**config.mk**
```make
export PLATFORM = sky130hd
export DESIGN_NAME = sisc_fetch_unit
export DESIGN_NICKNAME = d
export VERILOG_FILES = /design/src/rtl/sisc_fetch_unit.sv
export SDC_FILE = /design/constraint.sdc
export NUM_CORES = 1
export LEC_CHECK = 0
export ABC_AREA = 1
export BUFFER_PORTS_ARGS = -buffer_cell sky130_fd_sc_hd__buf_4
export CORE_ASPECT_RATIO = 1.4
export CORE_MARGIN = 2
export CORE_UTILIZATION = 57
export CTS_BUF_LIST = sky130_fd_sc_hd__clkbuf_8
export CTS_CLUSTER_SIZE = 16
export DETAILED_ROUTE_END_ITERATION = 6
export PLACE_DENSITY_LB_ADDON = 0.25
export SLEW_MARGIN = 20
export SYNTH_ARGS = -nofsm -noshare
export SYNTH_HDL_FRONTEND = slang
export SYNTH_SLANG_ARGS = --single-unit
```
**constraint.sdc**
```tcl
create_clock -name clk -period 4.3 [get_ports clk]
set_clock_uncertainty 0.05 [all_clocks]
set_input_delay 0.645 -clock clk [delete_from_list [all_inputs] [get_ports clk]]
set_output_delay 0.645 -clock clk [all_outputs]
set_load 0.05 [all_outputs]
```
**src/rtl/sisc_fetch_unit.sv**
```systemverilog
// SISC instruction-fetch stage: owns PC and IR, reads instruction memory
// over a req/ack handshake, applies branch redirects and latches HLT.
module sisc_fetch_unit #(
  parameter int ADDR_W  = 16,
  parameter int INSTR_W = 32
) (
  input  logic               clk,
  input  logic               rst_f,
  input  logic               fetch_req,
  input  logic               br_taken,
  input  logic [ADDR_W-1:0]  br_addr,
  output logic               imem_req,
  output logic [ADDR_W-1:0]  imem_addr,
  input  logic               imem_ack,
  input  logic [INSTR_W-1:0] imem_data,
  output logic               ir_valid,
  output logic [3:0]         opcode,
  output logic [3:0]         mm,
  output logic [3:0]         rd,
  output logic [3:0]         rs,
  output logic [3:0]         rt,
  output logic [15:0]        imm,
  output logic [ADDR_W-1:0]  pc,
  output logic               halted
);

  typedef enum logic [1:0] {
    IDLE   = 2'd0,
    REQ    = 2'd1,
    LOADED = 2'd2,
    HALT   = 2'd3
  } state_t;

  localparam logic [3:0] OP_HLT = 4'hF;

  state_t              state, state_n;
  logic [ADDR_W-1:0]   pc_n;
  logic [INSTR_W-1:0]  ir, ir_n;
  logic                ir_valid_n;
  logic                imem_req_n;
  logic [ADDR_W-1:0]   imem_addr_n;
  logic                halted_n;
  logic                br_pend, br_pend_n;
  logic [ADDR_W-1:0]   br_tgt, br_tgt_n;

  // Next-state and next-output logic; every register holds by default.
  always_comb begin
    state_n     = state;
    pc_n        = pc;
    ir_n        = ir;
    ir_valid_n  = ir_valid;
    imem_req_n  = imem_req;
    imem_addr_n = imem_addr;
    halted_n    = halted;
    br_pend_n   = br_pend;
    br_tgt_n    = br_tgt;

    unique case (state)
      IDLE, LOADED: begin
        if (br_taken) begin
          pc_n = br_addr;
        end
        if (fetch_req) begin
          state_n     = REQ;
          imem_req_n  = 1'b1;
          // A simultaneous redirect wins over the stale PC for the address.
          imem_addr_n = br_taken ? br_addr : pc;
          ir_valid_n  = 1'b0;
        end
      end
      REQ: begin
        // Redirects arriving while the read is outstanding are remembered;
        // the most recent one is the one applied at ack.
        if (br_taken) begin
          br_pend_n = 1'b1;
          br_tgt_n  = br_addr;
        end
        if (imem_ack) begin
          ir_n       = imem_data;
          ir_valid_n = 1'b1;
          imem_req_n = 1'b0;
          br_pend_n  = 1'b0;
          if (br_taken)     pc_n = br_addr;
          else if (br_pend) pc_n = br_tgt;
          else              pc_n = pc + ADDR_W'(1);
          if (imem_data[31:28] == OP_HLT) begin
            state_n  = HALT;
            halted_n = 1'b1;
          end else begin
            state_n  = LOADED;
          end
        end
      end
      HALT: begin
        // Terminal until reset.
      end
      default: state_n = IDLE;
    endcase
  end

  // State register; reset overrides every other input.
  always_ff @(posedge clk) begin
    if (rst_f) begin
      state     <= IDLE;
      pc        <= '0;
      ir        <= '0;
      ir_valid  <= 1'b0;
      imem_req  <= 1'b0;
      imem_addr <= '0;
      halted    <= 1'b0;
      br_pend   <= 1'b0;
      br_tgt    <= '0;
    end else begin
      state     <= state_n;
      pc        <= pc_n;
      ir        <= ir_n;
      ir_valid  <= ir_valid_n;
      imem_req  <= imem_req_n;
      imem_addr <= imem_addr_n;
      halted    <= halted_n;
      br_pend   <= br_pend_n;
      br_tgt    <= br_tgt_n;
    end
  end

  assign opcode = ir[31:28];
  assign mm     = ir[27:24];
  assign rd     = ir[23:20];
  assign rs     = ir[19:16];
  assign rt     = ir[15:12];
  assign imm    = ir[15:0];

endmodule
```
==> results of run 1 <==
[worst min-delay path, delay by kind of cell (launching register included)]
kind	cells	cell delay [ns]
flip-flops	1	0.30
AO/OA/AOI/OAI	1	0.05
buffers and inverters	1	0.06
[cells in the mapped netlist, drive strengths merged]
library cell / number
a211oi: 12
ha: 1
buf: 26
inv: 62
o211ai: 4
clkbuf: 10
a21oi: 51
nor2: 111
o21ai: 85
xor2: 6
dfxtp: 85
nand3: 21
nor3: 14
a31oi: 5
nand2: 60
or2: 1
nand4: 4
[routing by layer]
metal / vias up / wire length [um] / track usage [%]
met1: 1856 / 4380 / 34.7
met4: 0 / 225 / 14.6
met5: - / 0 / 0
met2: 176 / 5390 / 51.0
li1: 2009 / - / -
met3: 21 / 873 / 7.79
[path summary, 6_finish.rpt]
check | end | slack [ns] | cells past startpoint
worst max-delay path | pc[3]$_SDFFE_PP0P_ | 2.29 | 7
worst max register to register | pc[3]$_SDFFE_PP0P_ | 2.29 | 7
worst min-delay path | br_tgt[14]$_SDFFE_PP0P_ | 0.41 | 2
worst min register to register | br_tgt[14]$_SDFFE_PP0P_ | 0.41 | 2
[state kept, by name, indices dropped and copies added, names as in the netlist]
name and flops:
ir 32, imem_req 1, state 1, halted 1, br_tgt 16, pc 16
br_pend 1, imem_addr 16, ir_valid 1
[final cells by class]
| cell class | count | share of cell area (%) |
|---|---|---|
| clock buffer | 10 | 2.77 |
| clock inverter | 6 | 1.28 |
| inverter | 62 | 4.68 |
| multi-input combinational | 375 | 36.2 |
| sequential | 85 | 34.2 |
| tap | 92 | 2.31 |
| timing repair buffer | 123 | 18.6 |
[logic make-up (layout without fill, tap and decap cells)]
logic type	Yosys count	after routing	share of synthesized area [%]
xor gates and xnor gates	6	6	1.33
adders and majority gates	1	1	0.317
buffers and inverters	98	201	11.1
and+or+nand+nor	211	211	22.9
DFF	85	85	43.2
AOI/OAI and AO/OA	157	157	21.1
[metrics by stage]
step                      worst slack (ns)  utilization (%)
after floorplan                       2.47                -
after global placement                2.16             71.7
after detailed placement              2.11             71.7
after CTS                             2.32             74.8
after global routing                  2.11             74.8
final                                 2.29             74.8
[power groups by stage]
| stage | combinational [mW] | clock, mW | sequential, mW |
|---|---|---|---|
| 2_1_floorplan | 0.225 | 0 | 1.12 |
| 4_1_cts | 0.590 | 0.574 | 0.917 |
| 6_report | 0.592 | 0.573 | 0.919 |
| 5_1_grt | 0.636 | 0.606 | 0.927 |
| 3_5_place_dp | 0.587 | 0 | 0.934 |
| 3_3_place_gp | 0.577 | 0 | 0.931 |
==> impl_results.md, run 1 <==
- Status: completed
- Final Non-Filler Cells: 753
- P&R area growth vs syn: 26.2%
- Drt initial violations: about 330
- Critical path type: reg2reg
- Area leader, netlist: dfxtp_1
- CTS tree: built
- Die Y-Extent: approximately 100 um
- Post-synth top area share: between 40% and 50%
- Relative slew slack: 29.0%
- Postcts setup bufs: 0
- Cells after DPL: about 740
- Area of the multi-input gates: ~0.0018 mm2
- Final #Nets: 710
- Vias per cell: approximately 5.4
- Ranking of synthesized cells by area: dfxtp_1, o21ai_0, nor2_1
- Pin count of the biggest net entering global routing: slightly below 80
- First drt pass iteration count: 5
- Via Count: between 4000 and 5000
- H-tree depth: 3
- Fill cells: roughly 550
- Worst Max-Slew Pin Slew: around 1.1 ns
- Clk pwr share: between 20% and 30%
- Type of the tightest min-delay check: reg2reg
- Sw power: 761 uW
- Reg power frac: between 40% and 50%
- DRT Wirelength: 10900 um
- Total power: between 2 and 2.5 mW
- CTS Buffer Depth: 2
- Antenna Nets Post-Route: 0
- RSZ-0062 raised after global routing: no
- Peak Freq: 0.497 GHz
- First-pass GRT wire length: ~18000 um
- Half-perimeter wire length after placement: roughly 7400 um
- TNS Setup: 0 ns
- Clk sinks: 85
- Die area: 0.00761 mm2
- Fin Hold WS: between 0.4 and 0.5 ns
- Crit. End Element: flip-flop
- Ports: 124
- Syn. warnings: 0
- CTS Buf Count: 9
- Avg WL per Cell: 14.4 um
- Final Slew Violations: 0
- Final Instance Area: between 0.004 and 0.005 mm2
- Hold-fix buffers, CTS: 0
- Max-cap violations: 0
- Drc violations: 0
- Port bufs: ~120
- Seq cells post-synth: 85
- Syn nets: around 610
- Mapped Avg Cell Area: slightly above 7 um2
- Bufs and invs on worst path: 2
- All-Layer GR Usage: 30.0%
- Placer Congestion: ~0.9
- Layout cells sized above 1: between 20% and 30%
- Internal: about 1.3 mW
- Slowest stage delay, CP: around 0.42 ns
- Die Wd: 74.3 um
- Core area: 0.00666 mm2
- Hold Vio Cnt, Final: 0
- Power Dens Cells: 419 mW/mm2
- # rows: 35
- Worst-skew pair later-pin latency: 0.37 ns
- Root buf cell: clkbuf_8
- Critical Path Start: ir_valid$_SDFFE_PP0P_
- Post-synth cell types: 28
- GRT Residual Overflow: 0
- Antenna violations before repair: 0
- Synth Cell Area: slightly below 0.004 mm2
- Combinational group share of total power: ~28%
- Sw frac: 36.5%
- Static leakage: about 2.4 nW
- Critical-path top delay cell: nor2_8
- Crit-path cells: inv_1 > nand2_4 > nor2_8 > nor2_4 > inv_2 > o21ai_0 > a31oi_1
- Vias in the first global route: 3976
- Most frequent cells in the layout: buf_4, nor2_1, dfxtp_1
- Ant diodes: 0
- Max rail drop VDD: 323 uV
- CP top delay family: simple AND/OR/NAND/NOR gates
- Worst EP arrival: roughly 2.3 ns
- Fin crit period: just over 2 ns
- Post-Syn Instances: 558
- Area taken by flip-flops and latches: around 0.0017 mm2
- Commonest non-fill, non-tap cell in the layout: buf_4
- CP Max Fanout: 36
- Reg clk slew, reported paths: approximately 0.080 ns
- Fin crit share: a little under half
- Hold Path Origin: br_tgt[14]$_SDFFE_PP0P_
- Critical Path Start Type: flip-flop
- DP Area: approximately 0.0048 mm2
- Seq/Total Area, Yosys: between 40% and 50%
- PostCTS Resize Cnt: 0
- R2r startpoint: ir_valid$_SDFFE_PP0P_
- Setup violations, final: 0
- Worst path required time: roughly 4.6 ns
- Starting density of the core: about three fifths
(Power assumes the default switching activity.)
==> run 2: changes to the inputs <==
--- a/config.mk
+++ b/config.mk
@@ -9,7 +9,7 @@
 export BUFFER_PORTS_ARGS = -buffer_cell sky130_fd_sc_hd__buf_4
 export CORE_ASPECT_RATIO = 1.4
 export CORE_MARGIN = 2
-export CORE_UTILIZATION = 57
+export CORE_UTILIZATION = 53
 export CTS_BUF_LIST = sky130_fd_sc_hd__clkbuf_8
 export CTS_CLUSTER_SIZE = 16
 export DETAILED_ROUTE_END_ITERATION = 6
==> constraint.sdc (replaced) <==
create_clock -name clk -period 2 [get_ports clk]
set_clock_uncertainty 0.05 [all_clocks]
set_input_delay 0.3 -clock clk [delete_from_list [all_inputs] [get_ports clk]]
set_output_delay 0.3 -clock clk [all_outputs]
set_load 0.05 [all_outputs]
==> impl_results.md, run 2 (synthesized netlist as in run 1, its figures left out) <==
- Die area: 0.00815 mm2 (+7.2%)
- Fill cells: 631 (+15%)
- Placer Congestion: 0.862 (-4.4%)
- Worst Hold End: ir[21]$_SDFFE_PP0P_
- RSZ-0062 raised after global routing: no
- Final Non-Filler Cells: 766 (+1.7%)
- Half-perimeter wire length after placement: 7510 um (+1.0%)
- Core area: 0.00727 mm2 (+9.2%)
- DP Area: 0.00485 mm2 (+1.7%)
- CTS Buffer Depth: 2 (unchanged)
- First-pass GRT wire length: 18400 um (+3.8%)
- CTS Buf Count: 9 (unchanged)
- Vias per cell: 5.39 (-0.17%)
- Largest register FFs: 32 (unchanged)
- PostCTS Resize Cnt: 0 (unchanged)
- Final #Nets: 718 (+1.1%)
- Hold Crit Depth: 3 (+1)
- H-tree depth: 3 (unchanged)
- Pin count of the biggest net entering global routing: 65 (-17%)
- Starting density of the core: 54.2% (-5.0 points)
- Max-cap violations: 0 (unchanged)
- Commonest non-fill, non-tap cell in the layout: buf_4
- Die Y-Extent: 106 um (+3.6%)
- Relative slew slack: 59.7% (+31 points)
- R2R setup slack: 0.32 ns (-1.97 ns)
- Most frequent cells in the layout: buf_4, nor2_1, dfxtp_1
- All-Layer GR Usage: 27.7% (-2.3 points)
- Setup violations, final: 0 (unchanged)
- PnR worst setup slack: 0.318 ns (-1.97 ns)
- Type of the tightest min-delay check: in2reg
- Critical path type: reg2reg
- Die Wd: 76.9 um (+3.5%)
- Worst path required time: 2.21 ns (-2.34 ns)
- Static leakage: 2.40 nW (+1.5%)
- Worst EP arrival: 1.89 ns (-0.37 ns)
- Worst-skew pair later-pin latency: 0.37 ns (about the same)
- Fin crit period: 1.68 ns (-0.329 ns)
- Antenna Nets Post-Route: 0 (unchanged)
- Via Count: 4125 (+1.6%)
- Fin crit share: 84.1% (+37 points)
- # rows: 37 (+5.7%)
- Worst reg2reg endpoint: pc[8]$_SDFFE_PP0P_
- TNS Setup: 0 ns (unchanged)
- Avg WL per Cell: 14.3 um (-1.1%)
- Hold-fix buffers, CTS: 0 (unchanged)
- R2r startpoint: pc[0]$_SDFFE_PP0P_
- Post-place setup slack: 0.365 ns (-1.74 ns)
- Final Instance Area: 0.00506 mm2 (+1.7%)
- Drt initial violations: 371 (+13%)
- GRT Residual Overflow: 0 (unchanged)
- Port bufs: 123 (unchanged)
- Ant diodes: 0 (unchanged)
- Crit. End Element: flip-flop
- Reg clk slew, reported paths: 0.09 ns (about the same)
- Critical Path Start Type: flip-flop
- Status: completed
- First drt pass iteration count: 5 (unchanged)
- Register bank with the most flops: ir
- CP Max Fanout: 8 (-78%)
- Layout cells sized above 1: 24.2% (+1.1 points)
- Hold Vio Cnt, Final: 0 (unchanged)
- DRT Wirelength: 10900 um (+0.65%)
- Final Slew Violations: 0 (unchanged)
- Area of the multi-input gates: 0.00180 mm2 (unchanged)
- Antenna violations before repair: 0 (unchanged)
- Postcts setup bufs: 0 (unchanged)
- Root buf cell: clkbuf_8
- P&R area growth vs syn: 28.4%
- Hold Path Origin: imem_data[21]
- Ports: 124 (unchanged)
- Reg2Reg Depth: 8 (+1)
- Power Dens Cells: 897 mW/mm2 (+110%)
- Worst Max-Slew Pin Slew: 0.604 ns (-0.459 ns)
- Clk sinks: 85 (unchanged)
- Area taken by flip-flops and latches: 0.00170 mm2 (unchanged)
- CTS tree: built
- Peak Freq: 0.595 GHz (+20%)
- Drc violations: 0 (unchanged)
- Max rail drop VDD: 666 uV (+110%)
- Vias in the first global route: 4022 (+1.2%)
- Cells after DPL: 750 (+1.8%)
run 2: layout make-up:
cell class | instances | area share (%)
well taps | 97 | 2.40
clock buffers | 10 | 2.72
inverters | 62 | 4.60
multi-input cells | 375 | 35.6
flip-flops and latches | 85 | 33.6
repair buffers | 131 | 19.7
clock inverters | 6 | 1.38
run 2: worst max-delay path by stage:
stage / start / to / slack [ns] / depth (start not counted)
after CTS: pc[0]$_SDFFE_PP0P_ / pc[8]$_SDFFE_PP0P_ / 0.33 / 8
after global routing: pc[0]$_SDFFE_PP0P_ / pc[8]$_SDFFE_PP0P_ / 0.15 / 8
final: pc[0]$_SDFFE_PP0P_ / pc[8]$_SDFFE_PP0P_ / 0.32 / 8
after floorplan: pc[0]$_SDFFE_PP0P_ / pc[10]$_SDFFE_PP0P_ / 0.17 / 8
after global placement: pc[0]$_SDFFE_PP0P_ / pc[10]$_SDFFE_PP0P_ / 0.44 / 8
after detailed placement: pc[0]$_SDFFE_PP0P_ / pc[10]$_SDFFE_PP0P_ / 0.37 / 8
run 2: metrics by stage:
step	total power [mW]	hold slack [ns]	util (%)
CTS	4.56	0.0905	69.6
global route	4.73	0.101	69.6
floorplan	2.89	0.379	-
global placement	3.27	0.392	66.8
finish	4.54	0.102	69.6
detailed placement	3.30	0.395	66.8
run 2: layer usage:
layer	vias to the layer above	track usage, %	share of wire (%)
met5	-	0	0
met4	0	13.1	3.0
met3	29	7.30	7.7
met2	177	49.2	51
met1	1892	30.4	38
li1	2027	-	-
run 2: power breakdown:
part / switching, mW / internal [mW]
registers: 0.126 / 1.84
logic: 0.893 / 0.406
clock network: 0.653 / 0.619
total: 1.67 / 2.87
run 2: critical path, cell delays in order, from the launching register on:
cell,delay [ns]
dfxtp_1,0.49
ha_1,0.24
nand3_1,0.17
inv_1,0.14
nand2_1,0.10
xor2_1,0.17
nand2_1,0.08
nand2_1,0.08
a21oi_1,0.05
